<file path="src/rtl/instr_fetch_responder_pkg.sv">
// fetch_pkg: shared FSM states, NOP encoding and timeout counter width for the fetch responder
package fetch_pkg;
    typedef enum logic [1:0] {IDLE = 2'b00, REQ = 2'b01, WAIT = 2'b10} fetch_state_e;
    localparam logic [31:0] NOP_INSTR = 32'h00000013;
    localparam int TMO_W = 8;
endpackage

</file>
<file path="src/rtl/instr_fetch_responder_reuse_buffer.sv">
// fetch_reuse_buffer: single-entry {tag_valid, tag_pc, word} store for 1-cycle re-delivery (FETCH_REUSE_EN)
module fetch_reuse_buffer (
    input  logic        clk,
    input  logic        rst,
    input  logic        fill,
    input  logic        clear,
    input  logic [29:0] fill_pc,
    input  logic [31:0] fill_word,
    input  logic [29:0] pc,
    output logic        hit,
    output logic [31:0] word
);
    logic        tag_valid;
    logic [29:0] tag_pc;
    always_ff @(posedge clk) begin
        if (rst || clear) begin
            tag_valid <= 1'b0;
        end else if (fill) begin
            tag_valid <= 1'b1;
            tag_pc    <= fill_pc;
            word      <= fill_word;
        end
    end
    assign hit = tag_valid && (pc == tag_pc);
endmodule

</file>
<file path="src/rtl/instr_fetch_responder.sv">
// instr_fetch_responder: ready/valid instruction fetch owning clk_enable; FETCH_REUSE_EN adds a one-entry reuse buffer
module instr_fetch_responder
    import fetch_pkg::*;
#(
    parameter int          BUS_TIMEOUT = 255,
    parameter logic [31:0] NOP_WORD    = NOP_INSTR
) (
    input  logic        clk,
    input  logic        rst,
    input  logic [29:0] pc,
    input  logic        mem_in_use,
    output logic        ibus_req_valid,
    output logic [29:0] ibus_req_addr,
    input  logic        ibus_req_ready,
    input  logic        ibus_resp_valid,
    input  logic [31:0] ibus_resp_data,
    output logic        clk_enable,
    output logic [31:0] instruction,
    output logic        instruction_valid,
    output logic        fetch_fault
);
    localparam logic [TMO_W-1:0] TMO_LAST = TMO_W'(BUS_TIMEOUT - 1);
    fetch_state_e     state, state_n;
    logic [29:0]      req_addr_q;
    logic [TMO_W-1:0] cnt;
    logic [31:0]      instr_n;
    logic             valid_n, fault_set, reuse_hit, timeout;
    logic [31:0]      reuse_word;
`ifdef FETCH_REUSE_EN
    fetch_reuse_buffer u_reuse (
        .clk       (clk),
        .rst       (rst),
        .fill      (state == WAIT && ibus_resp_valid),
        .clear     (fault_set),
        .fill_pc   (req_addr_q),
        .fill_word (ibus_resp_data),
        .pc        (pc),
        .hit       (reuse_hit),
        .word      (reuse_word)
    );
`else
    assign reuse_hit  = 1'b0;
    assign reuse_word = NOP_WORD;
`endif
    assign timeout = (BUS_TIMEOUT != 0) && (cnt == TMO_LAST);
    always_comb begin
        state_n        = state;
        ibus_req_valid = 1'b0;
        ibus_req_addr  = req_addr_q;
        clk_enable     = 1'b0;
        instr_n        = instruction;
        valid_n        = instruction_valid;
        fault_set      = 1'b0;
        case (state)
            IDLE: begin
                if (mem_in_use || reuse_hit) begin
                    clk_enable = 1'b1;
                    instr_n    = mem_in_use ? NOP_WORD : reuse_word;
                    valid_n    = !mem_in_use;
                end else begin
                    ibus_req_valid = 1'b1;
                    ibus_req_addr  = pc;
                    state_n        = ibus_req_ready ? WAIT : REQ;
                end
            end
            REQ: begin
                ibus_req_valid = 1'b1;
                state_n        = ibus_req_ready ? WAIT : REQ;
            end
            WAIT: begin
                if (ibus_resp_valid || timeout) begin
                    clk_enable = 1'b1;
                    instr_n    = ibus_resp_valid ? ibus_resp_data : NOP_WORD;
                    valid_n    = ibus_resp_valid;
                    fault_set  = !ibus_resp_valid;
                    state_n    = IDLE;
                end
            end
            default: state_n = IDLE;
        endcase
        if (rst) begin
            ibus_req_valid = 1'b0;
            clk_enable     = 1'b0;
        end
    end
    always_ff @(posedge clk) begin
        if (rst) begin
            state             <= IDLE;
            req_addr_q        <= '0;
            cnt               <= '0;
            instruction       <= NOP_WORD;
            instruction_valid <= 1'b0;
            fetch_fault       <= 1'b0;
        end else begin
            state       <= state_n;
            req_addr_q  <= (state == IDLE) ? pc : req_addr_q;
            cnt         <= (state != WAIT) ? '0 : (cnt == '1 ? cnt : cnt + 1'b1);
            fetch_fault <= fetch_fault | fault_set;
            if (clk_enable) begin
                instruction       <= instr_n;
                instruction_valid <= valid_n;
            end
        end
    end
endmodule

</file>
<file path="config.mk">
export PLATFORM = sky130hd
export DESIGN_NAME = instr_fetch_responder
export DESIGN_NICKNAME = d
export VERILOG_FILES = /design/src/rtl/instr_fetch_responder_pkg.sv /design/src/rtl/instr_fetch_responder_reuse_buffer.sv /design/src/rtl/instr_fetch_responder.sv
export SDC_FILE = /design/constraint.sdc
export NUM_CORES = 1
export LEC_CHECK = 0
export CAP_MARGIN = 20
export CORE_MARGIN = 1
export CORE_UTILIZATION = 32
export CTS_CLUSTER_DIAMETER = 200
export CTS_CLUSTER_SIZE = 30
export DETAILED_ROUTE_END_ITERATION = 10
export PLACE_DENSITY = 0.6
export SLEW_MARGIN = 10
export SYNTH_ARGS = -nofsm -noshare
export SYNTH_HDL_FRONTEND = slang
export SYNTH_SLANG_ARGS = --single-unit
</file>
<file path="constraint.sdc">
create_clock -name clk -period 2 [get_ports clk]
set_input_delay 0.2 -clock clk [delete_from_list [all_inputs] [get_ports clk]]
set_output_delay 0.2 -clock clk [all_outputs]
set_load 0.02 [all_outputs]
</file>
==> results of run 1 <==
## per-stage QoR
stage	setup slack, ns	hold slack [ns]	utilization	std cells
4_1_cts	-0.08819	0.4045	0.5242	578
6_report	-0.07012	0.4213	0.5344	580
5_1_grt	-0.1329	0.4150	0.5344	580
3_5_place_dp	-0.1436	0.4458	0.4901	551
2_1_floorplan	0.3675	0.2787	-	313
3_3_place_gp	-0.1374	0.4316	0.4901	551
## synthesized netlist by cell type, drive strengths merged, types with 3 or more instances
cell type,count
inv,6
buf,14
nor2,15
a2bb2oi,3
a22o,30
dfxtp,74
mux2,30
nor3,5
a211oi,4
a21oi,36
clkbuf,9
nand2,62
xnor2,4
## path summary, 6_finish.rpt
path	from	slack [ns]	depth (start not counted)	end
hold / removal	pc[9]	0.42	3	req_addr_q[9]
setup reg to reg	state[0]	0.21	7	instruction[20]
setup / recovery	state[1]	-0.07	7	ibus_req_addr[4]
hold reg to reg	instruction[1]	0.45	2	instruction[1]
## critical path: cells and delay by family (launching register included)
kind / cells / cell delay, ns
DFF: 1 / 0.33
muxes: 1 / 0.29
and+or+nand+nor: 2 / 0.38
buffers and inverters: 4 / 0.52
## where the power goes
part | switching (mW) | internal (mW)
clock network | 0.575 | 0.578
registers | 0.0335 | 1.54
logic | 0.368 | 0.459
total | 0.976 | 2.58
## layer usage
layer	global-route usage	vias up
met3	0.05060	8
met2	0.2980	95
li1	-	1388
met4	0.05430	0
met5	0	-
met1	0.2156	1337
## kinds of logic (layout without fill, tap and decap cells)
| logic type | Yosys count | after routing | share of synthesized area |
|---|---|---|---|
| buffers and inverters | 29 | 185 | 0.05389 |
| xor gates and xnor gates | 4 | 4 | 0.01161 |
| DFF | 74 | 74 | 0.4909 |
| and+or+nand+nor | 95 | 95 | 0.1439 |
| muxes | 31 | 31 | 0.1153 |
| AOI/OAI and AO/OA | 78 | 78 | 0.1762 |
| adders and majority gates | 2 | 2 | 0.008291 |
## state kept, by name, summed over array words and instances, names as in the netlist
name and count:
req_addr_q 30, fetch_fault 1, cnt 8, instruction_valid 1
instruction 32, state 2
## repair_timing
action,4_1_cts,5_1_grt
pin swaps,1,2
setup buffers,8,3
gates resized for setup,167,31
endpoints found under the setup margin,32,31
cloned,3,0
## area by class of cell
class                      count  area [µm²]
sequential                    74        1484
clock buffer                  10       127.6
clock inverter                 6       66.31
multi-input combinational    210        1461
fill                         825        4282
timing repair buffer         163        1614
inverter                       6       22.52
tap                          111       138.9
==> results.sh, run 1 <==
export IMPL_synth_warnings=0
export IMPL_crit_fanout=8
export IMPL_rows=35
export IMPL_synth_top_area_frac=0.4909
export IMPL_report_final_slew_viol_count=0
export IMPL_diodes=0
export IMPL_final_nets=533
export IMPL_cts_sinks=74
export IMPL_postCtsHoldBufs=0
export IMPL_tritoncts="yes"
export IMPL_die_area_mm2=0.009823
export IMPL_peakVddDrop_mv=0.3213
export IMPL_grtUsageTotal=0.1755
export IMPL_crit_path_top_delay_cell="dfxtp_2"
export IMPL_first_iter_violations=66
export IMPL_rsz0062_at_grt="yes"
export IMPL_setup_viol=17
export IMPL_finalCritPeriodShare=1.035
export IMPL_critPathMaxStageDelay_ns=0.33
export IMPL_grt_pass1_wl_um=13590
export IMPL_wl_met3_um=521
export IMPL_place_gp_congestion=0.8082
export IMPL_core_mm2=0.009196
export IMPL_drc=0
export IMPL_dpl_hpwl_um=5555
export IMPL_p_leak_nw=2.062
export IMPL_start_util=0.3282
export IMPL_clk_latency_ns=0.35
export IMPL_worstMarginPinSlew_ns=0.4153
export IMPL_synthesis_nets=382
export IMPL_grt_overflow=0
export IMPL_cts_htree_levels=3
export IMPL_hold_viol_final=0
export IMPL_grt_start_max_net_pins=33
export IMPL_yosysTopAreaCell="dfxtp_1"
export IMPL_yosysUniqueCellTypes=34
export IMPL_antenna_found_initial=0
export IMPL_finalClockSkew_ns=0.01080
export IMPL_fin_area_mm2=0.004915
export IMPL_grt_pass1_vias=2665
export IMPL_synthTopCellsByArea="dfxtp_1 49%, mux2_1 11%, a22o_1 8.7%"
export IMPL_die_w_um=99.11
export IMPL_cpMostUsedCell="buf_6"
export IMPL_dr_max_layer_used="met4"
export IMPL_yosys_register_bits=74
export IMPL_m1WireLength_um=3761
export IMPL_first_pass_iters=4
export IMPL_syn_inst=313
export IMPL_viasPerCell=4.876
export IMPL_total_power_mw=3.552
export IMPL_crit_path_start_kind="flop"
export IMPL_wire_per_inst_um=14.42
export IMPL_vias=2828
export IMPL_wl_um=8362
export IMPL_crit_type="reg -> out"
export IMPL_max_slew_margin=0.7231
export IMPL_wl_met2_um=4011
export IMPL_post_synth_cell_area_avg_um2=9.642
export IMPL_fin_ws_ns=-0.07012
export IMPL_ant_nets=0
export IMPL_io_pins=133
export IMPL_synth_edf_count=0
export IMPL_areaGrowthSynthToFinish_pct=62.85
export IMPL_min_period_ns=2.070
export IMPL_worstPathRequired_ns=1.80
export IMPL_syn_area_mm2=0.003018
export IMPL_synth_top_flop_cell="dfxtp_1"
export IMPL_async_reset_ff_frac=0
export IMPL_clk_pin_slew_ns=0.08
export IMPL_clockRootBuffer="clkbuf_8"
export IMPL_violations="negative setup slack"
export IMPL_clock_path_buffers=2
export IMPL_run_status="finished, violations left"
export IMPL_most_common_layout_cells="100 x clkdlybuf4s50_1, 72 x dfxtp_1, 62 x nand2_1"
export IMPL_tns_ns=-0.6115
export IMPL_yosysSeqAreaShare=0.4909
export IMPL_layout_drive_gt1_share=0.2260
export IMPL_powerDensity_mw_per_mm2=722.7
export IMPL_die_h_um=99.11
export IMPL_numCtsBuffers=9
export IMPL_port_buffers=132
export IMPL_layout_commonest_cell="clkdlybuf4s50_1"
export IMPL_placed_area_mm2=0.004507
export IMPL_path_cells="or2_4 -> nor2_4 -> buf_6 -> buf_16 -> buf_6 -> mux2_4 -> buf_6"
export IMPL_fmax_mhz=483.1
export IMPL_critPathCaptureType="output pin"
export IMPL_hold_path_class="in -> reg"
export IMPL_arrival_ns=1.87
export IMPL_drv_cap=0
No activity file was read; power rests on OpenSTA's default activity.
==> run 2, diff against run 1 <==
Settings changed: CORE_ASPECT_RATIO set to 0.8.
==> run 2 against run 1 <==
Effect of this change:
- the flow now finishes without violations
- wire length rose by 0.16%
- clock power grew 49%
- register-to-register slack improved by 0.18 ns
- final area up 2.9%
- fmax rose by 4.5%
- hold slack gained 0.026 ns
- clock-buffer cell count increased by 1
- die area hardly changed
- via count fell by 3.1%
- non-clock buffer count down 7
==> results.sh, run 2 (same netlist as run 1, synthesis figures left out) <==
export IMPL_worstPathRequired_ns=1.80
export IMPL_finalCritPeriodShare=0.9909
export IMPL_wl_um=8375
export IMPL_first_pass_iters=4
export IMPL_worstMarginPinSlew_ns=0.4069
export IMPL_cts_sinks=74
export IMPL_seqCellArea_mm2=0.001483
export IMPL_clk_pin_slew_ns=0.06
export IMPL_crit_fanout=8
export IMPL_p_switching_mw=1.003
export IMPL_p_int_mw=3.134
export IMPL_wire_per_inst_um=14.51
export IMPL_first_iter_violations=145
export IMPL_clk_latency_ns=0.33
export IMPL_ant_nets=0
export IMPL_multiInputGateArea_mm2=0.001490
export IMPL_grtUsageTotal=0.1650
export IMPL_dp_cells=556
export IMPL_critPathCaptureType="output pin"
export IMPL_tns_ns=0
export IMPL_core_mm2=0.009115
export IMPL_fmax_mhz=504.6
export IMPL_vias=2740
export IMPL_arrival_ns=1.78
export IMPL_top_regs="instruction: 32 flops, req_addr_q: 30 flops, cnt: 8 flops"
export IMPL_finalClockSkew_ns=0.004510
export IMPL_numCtsBuffers=9
export IMPL_p_comb_frac=0.205
export IMPL_powerDensity_mw_per_mm2=818.4
export IMPL_run_status="finished, final reports clean"
export IMPL_clock_path_buffers=2
export IMPL_dpl_hpwl_um=5298
export IMPL_grt_start_max_net_pins=33
export IMPL_seqPwrFrac=0.381
export IMPL_hold_path_class="in -> reg"
export IMPL_max_slew_margin=0.7287
export IMPL_postCtsHoldBufs=0
export IMPL_top_register="instruction"
export IMPL_path_cells="or2_4 -> nor2_4 -> buf_6 -> buf_12 -> mux2_1 -> buf_2"
export IMPL_rows=31
export IMPL_layout_drive_gt1_share=0.2273
export IMPL_layout_commonest_cell="clkdlybuf4s50_1"
export IMPL_p_leak_nw=2.115
export IMPL_switching_share=0.2425
export IMPL_min_period_ns=1.982
export IMPL_grt_pass1_wl_um=12740
export IMPL_crit_path_top_delay_cell="mux2_1"
export IMPL_place_gp_congestion=0.7252
export IMPL_crit_type="reg -> out"
export IMPL_report_final_slew_viol_count=0
export IMPL_viasPerCell=4.749
export IMPL_grt_pass1_vias=2560
export IMPL_final_nets=526
export IMPL_start_util=0.3311
export IMPL_drv_cap=0
export IMPL_peakVddDrop_mv=0.6316
export IMPL_die_w_um=110.6
export IMPL_die_h_um=88.86
export IMPL_pwr_share_clk=0.414
export IMPL_final_cells=577
export IMPL_grt_overflow=0
export IMPL_crit_path_start_kind="flop"
export IMPL_port_buffers=132
export IMPL_largest_reg_flops=32
export IMPL_cts_htree_levels=3
export IMPL_nFillCells=799
export IMPL_areaGrowthSynthToFinish_pct=67.50
export IMPL_rsz0062_at_grt="yes"
export IMPL_die_area_mm2=0.009826
export IMPL_antenna_found_initial=0
export IMPL_clockRootBuffer="clkbuf_16"
export IMPL_setup_viol=0
export IMPL_hold_viol_final=0
export IMPL_critPathMaxStageDelay_ns=0.33
export IMPL_most_common_layout_cells="100 x clkdlybuf4s50_1, 73 x dfxtp_1, 62 x nand2_1"
export IMPL_diodes=0
export IMPL_drc=0
export IMPL_tritoncts="yes"
export IMPL_io_pins=133
[run 2: cell count changes in the layout (fill, tap and decap cells not counted), sizes merged]
cell,before,now
buf,61,53
dlygate4sd2,0,1
inv,7,6
bufinv,1,2
clkinvlp,3,1
clkinv,1,2
clkbuf,11,13
bufbuf,1,0
[run 2: path summary, 6_finish.rpt]
| path | startpoint | to | slack [ns] | cells after the start |
|---|---|---|---|---|
| max | state[1] | ibus_req_addr[4] | 0.02 | 6 |
| min | pc[19] | req_addr_q[19] | 0.45 | 3 |
| max reg2reg | cnt[0] | instruction[13] | 0.39 | 8 |
| min reg2reg | req_addr_q[4] | req_addr_q[4] | 0.45 | 2 |
[run 2: per-layer routing]
metal / wire length (µm) / vias up / GRT usage
met5: 0 / - / 0
met4: 85 / 0 / 0.05455
met3: 586 / 9 / 0.05753
met2: 3549 / 111 / 0.2496
met1: 4154 / 1239 / 0.2207
li1: - / 1381 / -
[run 2: final cells by class]
cell class,instances,share of cell area
clock buffer,11,0.04802
timing repair buffer,156,0.3156
tap,115,0.02847
sequential,74,0.2933
inverter,6,0.004455
clock inverter,5,0.01535
multi-input combinational,210,0.2948
[run 2: per-stage QoR]
step           setup slack, ns  power [mW]  cell area, µm²    util  hold WS [ns]
6_report               0.01816       4.137            5055  0.5546        0.4474
5_1_grt               -0.05309       4.322            5055  0.5546        0.4577
4_1_cts               -0.01547       4.030            4743  0.5204        0.4303
3_5_place_dp           -0.1235       2.331            4519  0.4958        0.4414
3_3_place_gp           -0.1333       2.324            4519  0.4958        0.4332
2_1_floorplan           0.3675       1.955            3018       -        0.2787
[run 2: critical path, delay by kind of cell (launching register included)]
family / cells / cell delay (ns)
buffers and inverters: 3 / 0.43
muxes: 1 / 0.33
and+or+nand+nor: 2 / 0.37
DFF: 1 / 0.32
[run 2: repair_timing]
| item | CTS | global route |
|---|---|---|
| pin swaps | 1 | 2 |
| setup endpoints to repair | 32 | 31 |
| setup buffers | 2 | 0 |
| cloned | 1 | 2 |
| gates resized for setup | 129 | 82 |
[run 2: power groups by stage]
stage / sequential, mW / clock [mW] / combinational [mW]
after global placement: 1.60 / 0 / 0.722
after CTS: 1.57 / 1.77 / 0.690
final: 1.58 / 1.71 / 0.849
after global routing: 1.58 / 1.83 / 0.906
after detailed placement: 1.60 / 0 / 0.728
after floorplan: 1.61 / 0 / 0.341
